$ cat config.mk
export PLATFORM = sky130hd
export DESIGN_NAME = decode_1_flat
export DESIGN_NICKNAME = d
export VERILOG_FILES = /design/src/rtl/core_pkg.sv /design/src/rtl/decode_1_if.sv /design/src/rtl/decode_1_fifo.sv /design/src/rtl/decode_1.sv /design/src/flat_wrapper.sv
export SDC_FILE = /design/constraint.sdc
export NUM_CORES = 1
export LEC_CHECK = 0
export ABC_AREA = 1
export CAP_MARGIN = 25
export CORE_UTILIZATION = 47
export DETAILED_ROUTE_END_ITERATION = 6
export PLACE_DENSITY = 0.87
export RECOVER_POWER = 100
export SYNTH_ARGS = -nofsm -noshare
export SYNTH_HDL_FRONTEND = slang
export SYNTH_HIERARCHICAL = 1
export SYNTH_SLANG_ARGS = --single-unit
$ cat constraint.sdc
create_clock -name CLK -period 5.09 [get_ports CLK]
set_clock_uncertainty 0.15 [all_clocks]
set_input_delay 0.509 -clock CLK [delete_from_list [all_inputs] [get_ports CLK]]
set_output_delay 0.509 -clock CLK [all_outputs]
set_load 0.05 [all_outputs]
$ cat src/rtl/core_pkg.sv
// Shared decode definitions: opcode map, fetch bundle and
// immediate extraction used by decode_1 and decode_2.
package core_pkg;

  localparam logic [6:0] OP_R      = 7'b0110011;
  localparam logic [6:0] OP_IMM    = 7'b0010011;
  localparam logic [6:0] OP_LOAD   = 7'b0000011;
  localparam logic [6:0] OP_STORE  = 7'b0100011;
  localparam logic [6:0] OP_BRANCH = 7'b1100011;
  localparam logic [6:0] OP_LUI    = 7'b0110111;
  localparam logic [6:0] OP_AUIPC  = 7'b0010111;
  localparam logic [6:0] OP_JAL    = 7'b1101111;
  localparam logic [6:0] OP_JALR   = 7'b1100111;
  localparam logic [6:0] OP_FENCE  = 7'b0001111;
  localparam logic [6:0] OP_SYSTEM = 7'b1110011;

  typedef struct packed {
    logic [31:0] pc;
    logic [31:0] inst;
  } fetch_t;

  function automatic logic is_rv32(input logic [31:0] w);
    return w[1:0] == 2'b11;
  endfunction

  function automatic logic [31:0] imm_i(input logic [31:0] w);
    return {{20{w[31]}}, w[31:20]};
  endfunction

  function automatic logic [31:0] imm_s(input logic [31:0] w);
    return {{20{w[31]}}, w[31:25], w[11:7]};
  endfunction

  function automatic logic [31:0] imm_b(input logic [31:0] w);
    return {{19{w[31]}}, w[31], w[7], w[30:25], w[11:8], 1'b0};
  endfunction

  function automatic logic [31:0] imm_u(input logic [31:0] w);
    return {w[31:12], 12'b0};
  endfunction

  function automatic logic [31:0] imm_j(input logic [31:0] w);
    return {{11{w[31]}}, w[31], w[19:12], w[20], w[30:21], 1'b0};
  endfunction

endpackage

$ cat src/rtl/decode_1_if.sv
// Fetch-to-decode_1 valid/ready handshake.
interface decode_1_if;
  logic        FETCH_VALID;
  logic        FETCH_READY;
  logic [31:0] FETCH_PC;
  logic [31:0] FETCH_INST;

  modport master (
    output FETCH_VALID,
    output FETCH_PC,
    output FETCH_INST,
    input  FETCH_READY
  );

  modport slave (
    input  FETCH_VALID,
    input  FETCH_PC,
    input  FETCH_INST,
    output FETCH_READY
  );
endinterface

$ cat src/rtl/decode_1_fifo.sv
// Circular PC+instruction buffer letting fetch run ahead
// of a stalled decode_1 output register.
module decode_1_fifo
  import core_pkg::*;
#(
  parameter int DEPTH = 2,
  localparam int AW = $clog2(DEPTH)
) (
  input  logic        clk,
  input  logic        rst,
  input  logic        push,
  input  logic        pop,
  input  logic        clear,
  input  fetch_t      din,
  output fetch_t      dout,
  output logic [AW:0] count
);

  fetch_t          mem [DEPTH];
  logic [AW-1:0]   wptr;
  logic [AW-1:0]   rptr;

  assign dout = mem[rptr];

  always_ff @(posedge clk) begin
    if (push && !clear)
      mem[wptr] <= din;
  end

  // Pointers wrap naturally since DEPTH is a power of two
  always_ff @(posedge clk or posedge rst) begin
    if (rst) begin
      wptr  <= '0;
      rptr  <= '0;
      count <= '0;
    end else if (clear) begin
      wptr  <= '0;
      rptr  <= '0;
      count <= '0;
    end else begin
      if (push)
        wptr <= wptr + AW'(1);
      if (pop)
        rptr <= rptr + AW'(1);
      if (push && !pop)
        count <= count + (AW+1)'(1);
      else if (pop && !push)
        count <= count - (AW+1)'(1);
    end
  end

endmodule

$ cat src/rtl/decode_1.sv
// First decode stage: buffers fetched words, splits fields
// and produces all sign-extended immediates.
module decode_1
  import core_pkg::*;
#(
  parameter int FIFO_DEPTH = 2
) (
  input  logic        CLK,
  input  logic        RST,
  decode_1_if.slave   fetch,
  input  logic        STALL,
  input  logic        FLUSH,
  output logic        DECODE1_VALID,
  output logic [31:0] DECODE1_PC,
  output logic [6:0]  DECODE1_OPCODE,
  output logic [4:0]  DECODE1_RD,
  output logic [4:0]  DECODE1_RS1,
  output logic [4:0]  DECODE1_RS2,
  output logic [2:0]  DECODE1_FUNCT3,
  output logic [6:0]  DECODE1_FUNCT7,
  output logic [31:0] DECODE1_IMM_I,
  output logic [31:0] DECODE1_IMM_S,
  output logic [31:0] DECODE1_IMM_B,
  output logic [31:0] DECODE1_IMM_U,
  output logic [31:0] DECODE1_IMM_J
);

  localparam int AW = $clog2(FIFO_DEPTH);

  logic [AW:0] count;
  fetch_t      head;
  fetch_t      in_word;
  fetch_t      nxt;
  logic        accept;
  logic        has_data;
  logic        push;
  logic        pop;
  logic        load;

  assign fetch.FETCH_READY =
    !RST && (count < (AW+1)'(FIFO_DEPTH));

  assign accept   = fetch.FETCH_VALID && fetch.FETCH_READY;
  assign in_word  = '{pc: fetch.FETCH_PC,
                      inst: fetch.FETCH_INST};
  assign has_data = count != '0;

  // Empty buffer with a live input bypasses straight to output
  assign pop  = !FLUSH && !STALL && has_data;
  assign push = !FLUSH && accept && (STALL || has_data);
  assign load = !FLUSH && !STALL && (has_data || accept);
  assign nxt  = has_data ? head : in_word;

  decode_1_fifo #(
    .DEPTH(FIFO_DEPTH)
  ) u_fifo (
    .clk  (CLK),
    .rst  (RST),
    .push (push),
    .pop  (pop),
    .clear(FLUSH),
    .din  (in_word),
    .dout (head),
    .count(count)
  );

  always_ff @(posedge CLK or posedge RST) begin
    if (RST) begin
      DECODE1_VALID  <= 1'b0;
      DECODE1_PC     <= '0;
      DECODE1_OPCODE <= '0;
      DECODE1_RD     <= '0;
      DECODE1_RS1    <= '0;
      DECODE1_RS2    <= '0;
      DECODE1_FUNCT3 <= '0;
      DECODE1_FUNCT7 <= '0;
      DECODE1_IMM_I  <= '0;
      DECODE1_IMM_S  <= '0;
      DECODE1_IMM_B  <= '0;
      DECODE1_IMM_U  <= '0;
      DECODE1_IMM_J  <= '0;
    end else if (FLUSH) begin
      DECODE1_VALID <= 1'b0;
    end else if (load) begin
      DECODE1_VALID  <= is_rv32(nxt.inst);
      DECODE1_PC     <= nxt.pc;
      DECODE1_OPCODE <= nxt.inst[6:0];
      DECODE1_RD     <= nxt.inst[11:7];
      DECODE1_RS1    <= nxt.inst[19:15];
      DECODE1_RS2    <= nxt.inst[24:20];
      DECODE1_FUNCT3 <= nxt.inst[14:12];
      DECODE1_FUNCT7 <= nxt.inst[31:25];
      DECODE1_IMM_I  <= imm_i(nxt.inst);
      DECODE1_IMM_S  <= imm_s(nxt.inst);
      DECODE1_IMM_B  <= imm_b(nxt.inst);
      DECODE1_IMM_U  <= imm_u(nxt.inst);
      DECODE1_IMM_J  <= imm_j(nxt.inst);
    end else if (!STALL) begin
      DECODE1_VALID <= 1'b0;
    end
  end

endmodule

$ cat src/flat_wrapper.sv
// flat-port wrapper written by rule: the top's interface ports become plain ports
module decode_1_flat import core_pkg::*;
#(
  parameter int FIFO_DEPTH = 2
)
  (CLK, RST, STALL, FLUSH, DECODE1_VALID, DECODE1_PC, DECODE1_OPCODE, DECODE1_RD, DECODE1_RS1, DECODE1_RS2, DECODE1_FUNCT3, DECODE1_FUNCT7, DECODE1_IMM_I, DECODE1_IMM_S, DECODE1_IMM_B, DECODE1_IMM_U, DECODE1_IMM_J, fetch_FETCH_VALID, fetch_FETCH_PC, fetch_FETCH_INST, fetch_FETCH_READY);
  decode_1_if fetch_i ();
  input  logic CLK;
  input  logic RST;
  input  logic STALL;
  input  logic FLUSH;
  output logic DECODE1_VALID;
  output logic [31:0] DECODE1_PC;
  output logic [6:0] DECODE1_OPCODE;
  output logic [4:0] DECODE1_RD;
  output logic [4:0] DECODE1_RS1;
  output logic [4:0] DECODE1_RS2;
  output logic [2:0] DECODE1_FUNCT3;
  output logic [6:0] DECODE1_FUNCT7;
  output logic [31:0] DECODE1_IMM_I;
  output logic [31:0] DECODE1_IMM_S;
  output logic [31:0] DECODE1_IMM_B;
  output logic [31:0] DECODE1_IMM_U;
  output logic [31:0] DECODE1_IMM_J;
  input wire logic [$bits(fetch_i.FETCH_VALID)-1:0] fetch_FETCH_VALID;
  input wire logic [$bits(fetch_i.FETCH_PC)-1:0] fetch_FETCH_PC;
  input wire logic [$bits(fetch_i.FETCH_INST)-1:0] fetch_FETCH_INST;
  output wire logic [$bits(fetch_i.FETCH_READY)-1:0] fetch_FETCH_READY;
  assign fetch_i.FETCH_VALID = fetch_FETCH_VALID;
  assign fetch_i.FETCH_PC = fetch_FETCH_PC;
  assign fetch_i.FETCH_INST = fetch_FETCH_INST;
  assign fetch_FETCH_READY = fetch_i.FETCH_READY;
  decode_1 #(.FIFO_DEPTH(FIFO_DEPTH)) u_core (.CLK(CLK), .RST(RST), .fetch(fetch_i), .STALL(STALL), .FLUSH(FLUSH), .DECODE1_VALID(DECODE1_VALID), .DECODE1_PC(DECODE1_PC), .DECODE1_OPCODE(DECODE1_OPCODE), .DECODE1_RD(DECODE1_RD), .DECODE1_RS1(DECODE1_RS1), .DECODE1_RS2(DECODE1_RS2), .DECODE1_FUNCT3(DECODE1_FUNCT3), .DECODE1_FUNCT7(DECODE1_FUNCT7), .DECODE1_IMM_I(DECODE1_IMM_I), .DECODE1_IMM_S(DECODE1_IMM_S), .DECODE1_IMM_B(DECODE1_IMM_B), .DECODE1_IMM_U(DECODE1_IMM_U), .DECODE1_IMM_J(DECODE1_IMM_J));
endmodule
Yosys cells after proc, flatten, opt, wreduce, memory -nomap -nowiden

Memories as Yosys holds them, arrays and structs flattened.
Cells that the tools add are included.
W data, S select, Z words.

Flip-flop bits (word level): 145
Memory bits (writable): 128
Input port bits: 69
Output and inout bits: 226
Logic and storage cells: 60
Memories kept: 1

Memories:

| name              | depth | bits a word | rd ports | clocked after memory_dff | wr ports | line                | RTL |
|---|---|---|---|---|---|---|---|
| u_core.u_fifo.mem | 2     | 64          | 1        | 0                        | 1        | decode_1_fifo.sv:19 | `fetch_t mem [DEPTH];` |

$add $sub $neg: 4
$lt $le $gt $ge: 1
Equal/unequal tests: 2
Multiplexer cells: 13
Bitwise operators: 1
Reduce and logical (&&, ||, !) cells: 22

Operators with widths:

| cell                  | count |
|---|---|
| $mux W64              | 1 |
| $logic_and A1 B1 Y1   | 10 |
| $mux W1               | 9 |
| $mux W2               | 3 |
| $reduce_bool A2 Y1    | 3 |
| $logic_not A1 Y1      | 5 |
| $ne A3 B1 Y1 const B  | 1 |
| $reduce_bool A3 Y1    | 1 |
| $add A1 B1 Y1 const B | 2 |
| $add A2 B1 Y2 const B | 1 |
| $eq A2 B2 Y1 const B  | 1 |
| $logic_or A1 B1 Y1    | 2 |
| $lt A2 B2 Y1 const B  | 1 |
| $reduce_and A2 Y1     | 1 |
| $sub A2 B1 Y2 const B | 1 |
| $not A1 Y1            | 1 |

Depth between registers and ports, before layout

Depth after elaboration: 10
Gate-level depth with buffers: 13
Gate-level depth less buffers: 11

Cells and area by module

Netlist, hierarchy kept.

Modules (own cells, without submodules):

| module        | instances | cells each | area each (um^2) |
|---|---|---|---|
| decode_1_fifo | 1         | 234        | 5001.0 |
| decode_1      | 1         | 660        | 4631.9 |

Least setup slack after synthesis

Ideal clock, no wire load.

Path type: input to register
From: input RST
To: memory u_core/u_fifo/mem[0][0] (netlist bit) (enable)
Library setup time: 486 ps
Data arrival time: 4120 ps
Required time: 4454 ps
Slack: 334 ps
Stages: 5
Buffers on the path: 0
Cell sequence: nor2_2 o211ai_1 nor2_1 nand2_1 nor2_1

Cells in the longest elaborated chain, start to end: 8

RTL lines:

| element                           | line                | RTL |
|---|---|---|
| start: declaration                | flat_wrapper.sv:9   | `input logic RST;` |
| $logic_not A1 Y1 (no source line) | --                  |  |
| $logic_and A1 B1 Y1               | decode_1.sv:41      | `!RST && (count < (AW+1)'(FIFO_DEPTH));` |
| $logic_and A1 B1 Y1               | decode_1.sv:43      | `assign accept = fetch.FETCH_VALID && fetch.FETCH_READY;` |
| $logic_and A1 B1 Y1 (2 in a row)  | decode_1.sv:50      | `assign push = !FLUSH && accept && (STALL \|\| has_data);` |
| named net u_core.push             | decode_1.sv:36      | `logic push;` |
| $logic_and A1 B1 Y1               | decode_1_fifo.sv:26 | `if (push && !clear)` |
| $mux W1                           | decode_1_fifo.sv:26 |  |
| $mux W1 (implied by the code)     | decode_1_fifo.sv:27 | `mem[wptr] <= din;` |
| end: declaration                  | decode_1_fifo.sv:19 |  |

The timed path passes the listed nets, and every way through them passes these cells.

Worst setup path in the final report

From: register u_core.u_fifo.count[1]
To: register u_core.DECODE1_PC[18]

Cells in the longest elaborated chain, start to end: 6
Elaborated cells between the ends (all ways): 8
Those cells by class: order compare: 1; mux: 1; reduce/logical: 6

RTL lines:

| element                            | line                | RTL |
|---|---|---|
| start: declaration                 | decode_1_fifo.sv:16 | `output logic [AW:0] count` |
| start signal: assignment           | decode_1_fifo.sv:46 | `count <= count + (AW+1)'(1);` |
| start signal: assignment           | decode_1_fifo.sv:48 | `count <= count - (AW+1)'(1);` |
| $lt A2 B2 Y1                       | decode_1.sv:41      |  |
| $logic_and A1 B1 Y1                | decode_1.sv:41      |  |
| $logic_and A1 B1 Y1                | decode_1.sv:43      |  |
| $logic_or A1 B1 Y1                 | decode_1.sv:51      | `assign load = !FLUSH && !STALL && (has_data \|\| accept);` |
| $logic_and A1 B1 Y1                | decode_1.sv:51      |  |
| $reduce_and A2 Y1 (no source line) | --                  |  |
| end signal: assignment             | decode_1.sv:86      | `DECODE1_PC <= nxt.pc;` |
| end: declaration                   | decode_1.sv:14      | `output logic [31:0] DECODE1_PC,` |

Several ways; a longest one is shown, not always the timed one.
A chain may end at the register's enable or synchronous reset.

==> flow_summary.ini <==
[outcome]
outcome = complete, no violations

[final_layout]
fin_area_mm2 = 0.0121
multi_input_area_mm2 = 0.00262
instances_no_fill = 1302
fillerInstances = 1584
drive_above_1_share_pct = 10.7
seq_area_mm2 = 0.00558
nets = 1084
syn_to_final_growth_pct = 25.5

[die]
die_width_um = 145
num_rows = 52
fp.coreArea_mm2 = 0.0202
start_util_pct = 47.8
die_h_um = 145
ios = 295
die-area_mm2 = 0.0211

[global_routing]
grt_max_degree = 78
grt_usage_pct = 20.6
grt_pass1_wl_mm = 33.4
antenna_found_initial = 4
overflow = 0
grt_pass1_vias = 6320

[worst_setup_path]
cp_max_fo = 65
worstPathArrival_ps = 3840
reg2regPathDepth = 8
worstPathRequired_ps = 5300
slowest_delay_ps = 1080
cp.buffers_inverters = 3
rr_startpoint = u_core/u_fifo/count[1]
cp-end-kind = register
critPathLaunchType = register
r2r_slack_ps = 1460
cpMostUsedCell = nand2_1
r2r-end = u_core/DECODE1_PC[18]
crit_chain = clkinv_1 -> nand2_1 -> clkbuf_2 -> nand2_1 -> nand2_2 -> buf_4 -> nand2_1 -> nand2_1
crit_slowest_cell = clkbuf_2
crit_type = register to register
crit_family = buffers and inverters

[drt]
ant_nets = 0
vias = 6447
drt-total-wl_mm = 21.3
drcViolationCount = 0
drtPass1Iterations = 5
first_iter_violations = 408
via_per_inst = 4.95
wl_per_cell_um = 16.4

[clock_tree]
post_cts_buffers = 0
clk_pin_slew_ps = 70
htreeDepth = 4
clk_path_buf_depth = 2
worstSkewPairLatency_ps = 430
ctsResizeCount = 0
numCtsBuffers = 17
cts_sinks = 197
cts_tree = yes
root_buffer = clkbuf_16
cts_hold_buf = 0

[synth]
synth-seq-area-share_pct = 57.8
synth_top_area_cell = edfxtp_1
synth_cells = 894
syn_area_mm2 = 0.00963
synth_top_area_share_pct = 39.9
synth_area_leaders = edfxtp_1, dfrtp_1, nand2_1
ys_ff_latch = 197
synth_cell_types = 22
yosys_warnings = 6
avgSynthCellArea_um2 = 10.8

[sta]
setup-tns-final_ps = 0
post-route-period-util_pct = 71.4
setup_viol = 0
hold_viol = 0
layout_setup_ws_ps = 1460
maxClockFrequency_mhz = 275
tightest_slew_ps = 1470
min_period_ps = 3630
slew_viol_final = 0
grt_setup_unrepaired = false
max-slew-margin-rel_pct = 1.95

[placement]
dp_hpwl_mm = 13.4
placedCellCount = 1264
place.gp.congestion = 0.758
dp_slack_ps = 1780
place_area_mm2 = 0.0115
io_buffer_count = 280

[power]
power.total_uw = 6540
power_density_mw_per_mm2 = 540
ir_drop_v = 0.000349
leakage_uw = 0.00534

[flow_run]
cap_violations = 0

[min_path]
hold_path.class = primary input to async pin
-- routing by layer --
layer | up-vias | part of all wire, % | track usage [%]
met5 | - | 0 | 0
met4 | 0 | 2.7 | 9.63
met3 | 39 | 7.3 | 4.43
met2 | 322 | 53 | 37.4
met1 | 3083 | 37 | 22.8
li1 | 3003 | - | -
-- logic make-up after synthesis --
family	share of synthesized area, %
and+or+nand+nor	17.1
muxes	8.96
AOI/OAI and AO/OA	0.286
DFF	57.8
other	0.0389
buffers and inverters	15.8
-- cell type report --
class | count | area share (%)
multi-input combinational | 496 | 21.6
tap | 270 | 2.79
timing repair buffer | 290 | 24.2
sequential | 197 | 46.1
clock buffer | 18 | 3.55
antenna | 4 | 0.0828
inverter | 13 | 0.403
clock inverter | 14 | 1.19
-- report_power, final --
part	internal, uW	switching [uW]	leakage, uW
Combinational	837	2360	0.00305
Sequential	1880	156	0.00202
Clock	690	617	0.000274
-- worst reg2reg max path, stage by stage (launching register included) --
cell and delay (ps):
dfrtp_1 500, clkinv_1 110, nand2_1 100, clkbuf_2 1080, nand2_1 250, nand2_2 610
buf_4 530, nand2_1 110, nand2_1 110
-- worst max path at each step --
stage	from	to	slack, ps	cells after the start
floorplan	RST	u_core/u_fifo/mem[0][0]	330	5
global placement	RST	u_core/u_fifo/mem[0][38]	1840	7
detailed placement	RST	u_core/u_fifo/mem[0][38]	1780	7
CTS	u_core/DECODE1_FUNCT7[6]	DECODE1_IMM_B[15]	1920	1
global route	u_core/u_fifo/count[1]	u_core/DECODE1_PC[18]	1230	8
finish	u_core/u_fifo/count[1]	u_core/DECODE1_PC[18]	1460	8
-- state kept, by name, summed over array words and instances, names as in the netlist --
register	count
u_core/DECODE1_IMM_S	1
u_core/u_fifo/mem	128
u_core/DECODE1_RS1	4
u_core/DECODE1_FUNCT3	2
u_core/DECODE1_IMM_I	1
u_core/u_fifo/count	2
u_core/DECODE1_FUNCT7	7
u_core/DECODE1_RS2	4
u_core/u_fifo/rptr	1
u_core/DECODE1_IMM_J	2
u_core/DECODE1_RD	4
u_core/DECODE1_PC	32
u_core/DECODE1_OPCODE	7
u_core/u_fifo/wptr	1
u_core/DECODE1_VALID	1
-- synth_stat cells (all sizes together) --
master and n:
nand2 333, buf 200, edfxtp 128, nand3 70, dfrtp 69, mux2 64
inv 13, nor2 8, a21oi 2, o21ai 2, clkbuf 1, conb 1
nand3b 1, nor3 1, o211ai 1
-- placed cells by master, fill, tap and decap left out, types with 2 or more instances in the layout --
cell type and n:
nand2_1 332, dlygate4sd3_1 277, edfxtp_1 128, nand3_1 69, dfrtp_1 67, mux2_4 38, mux2_2 26, clkbuf_16 17
conb_1 14, inv_1 12, nor2_1 5, buf_4 5, diode_2 4, inv_6 4, clkinv_1 3, clkdlybuf4s50_1 3
buf_12 3, nor2_4 3, inv_8 2, clkinv_4 2, clkinvlp_4 2, o21ai_0 2, a21oi_1 2
-- through the flow --
step	utilization [%]	hold WS, ps
after CTS	59.7	195
after global placement	56.9	341
after floorplan	-	125
after global routing	60.0	300
final	60.0	298
after detailed placement	56.9	343
No activity file was read; power rests on OpenSTA's default activity.
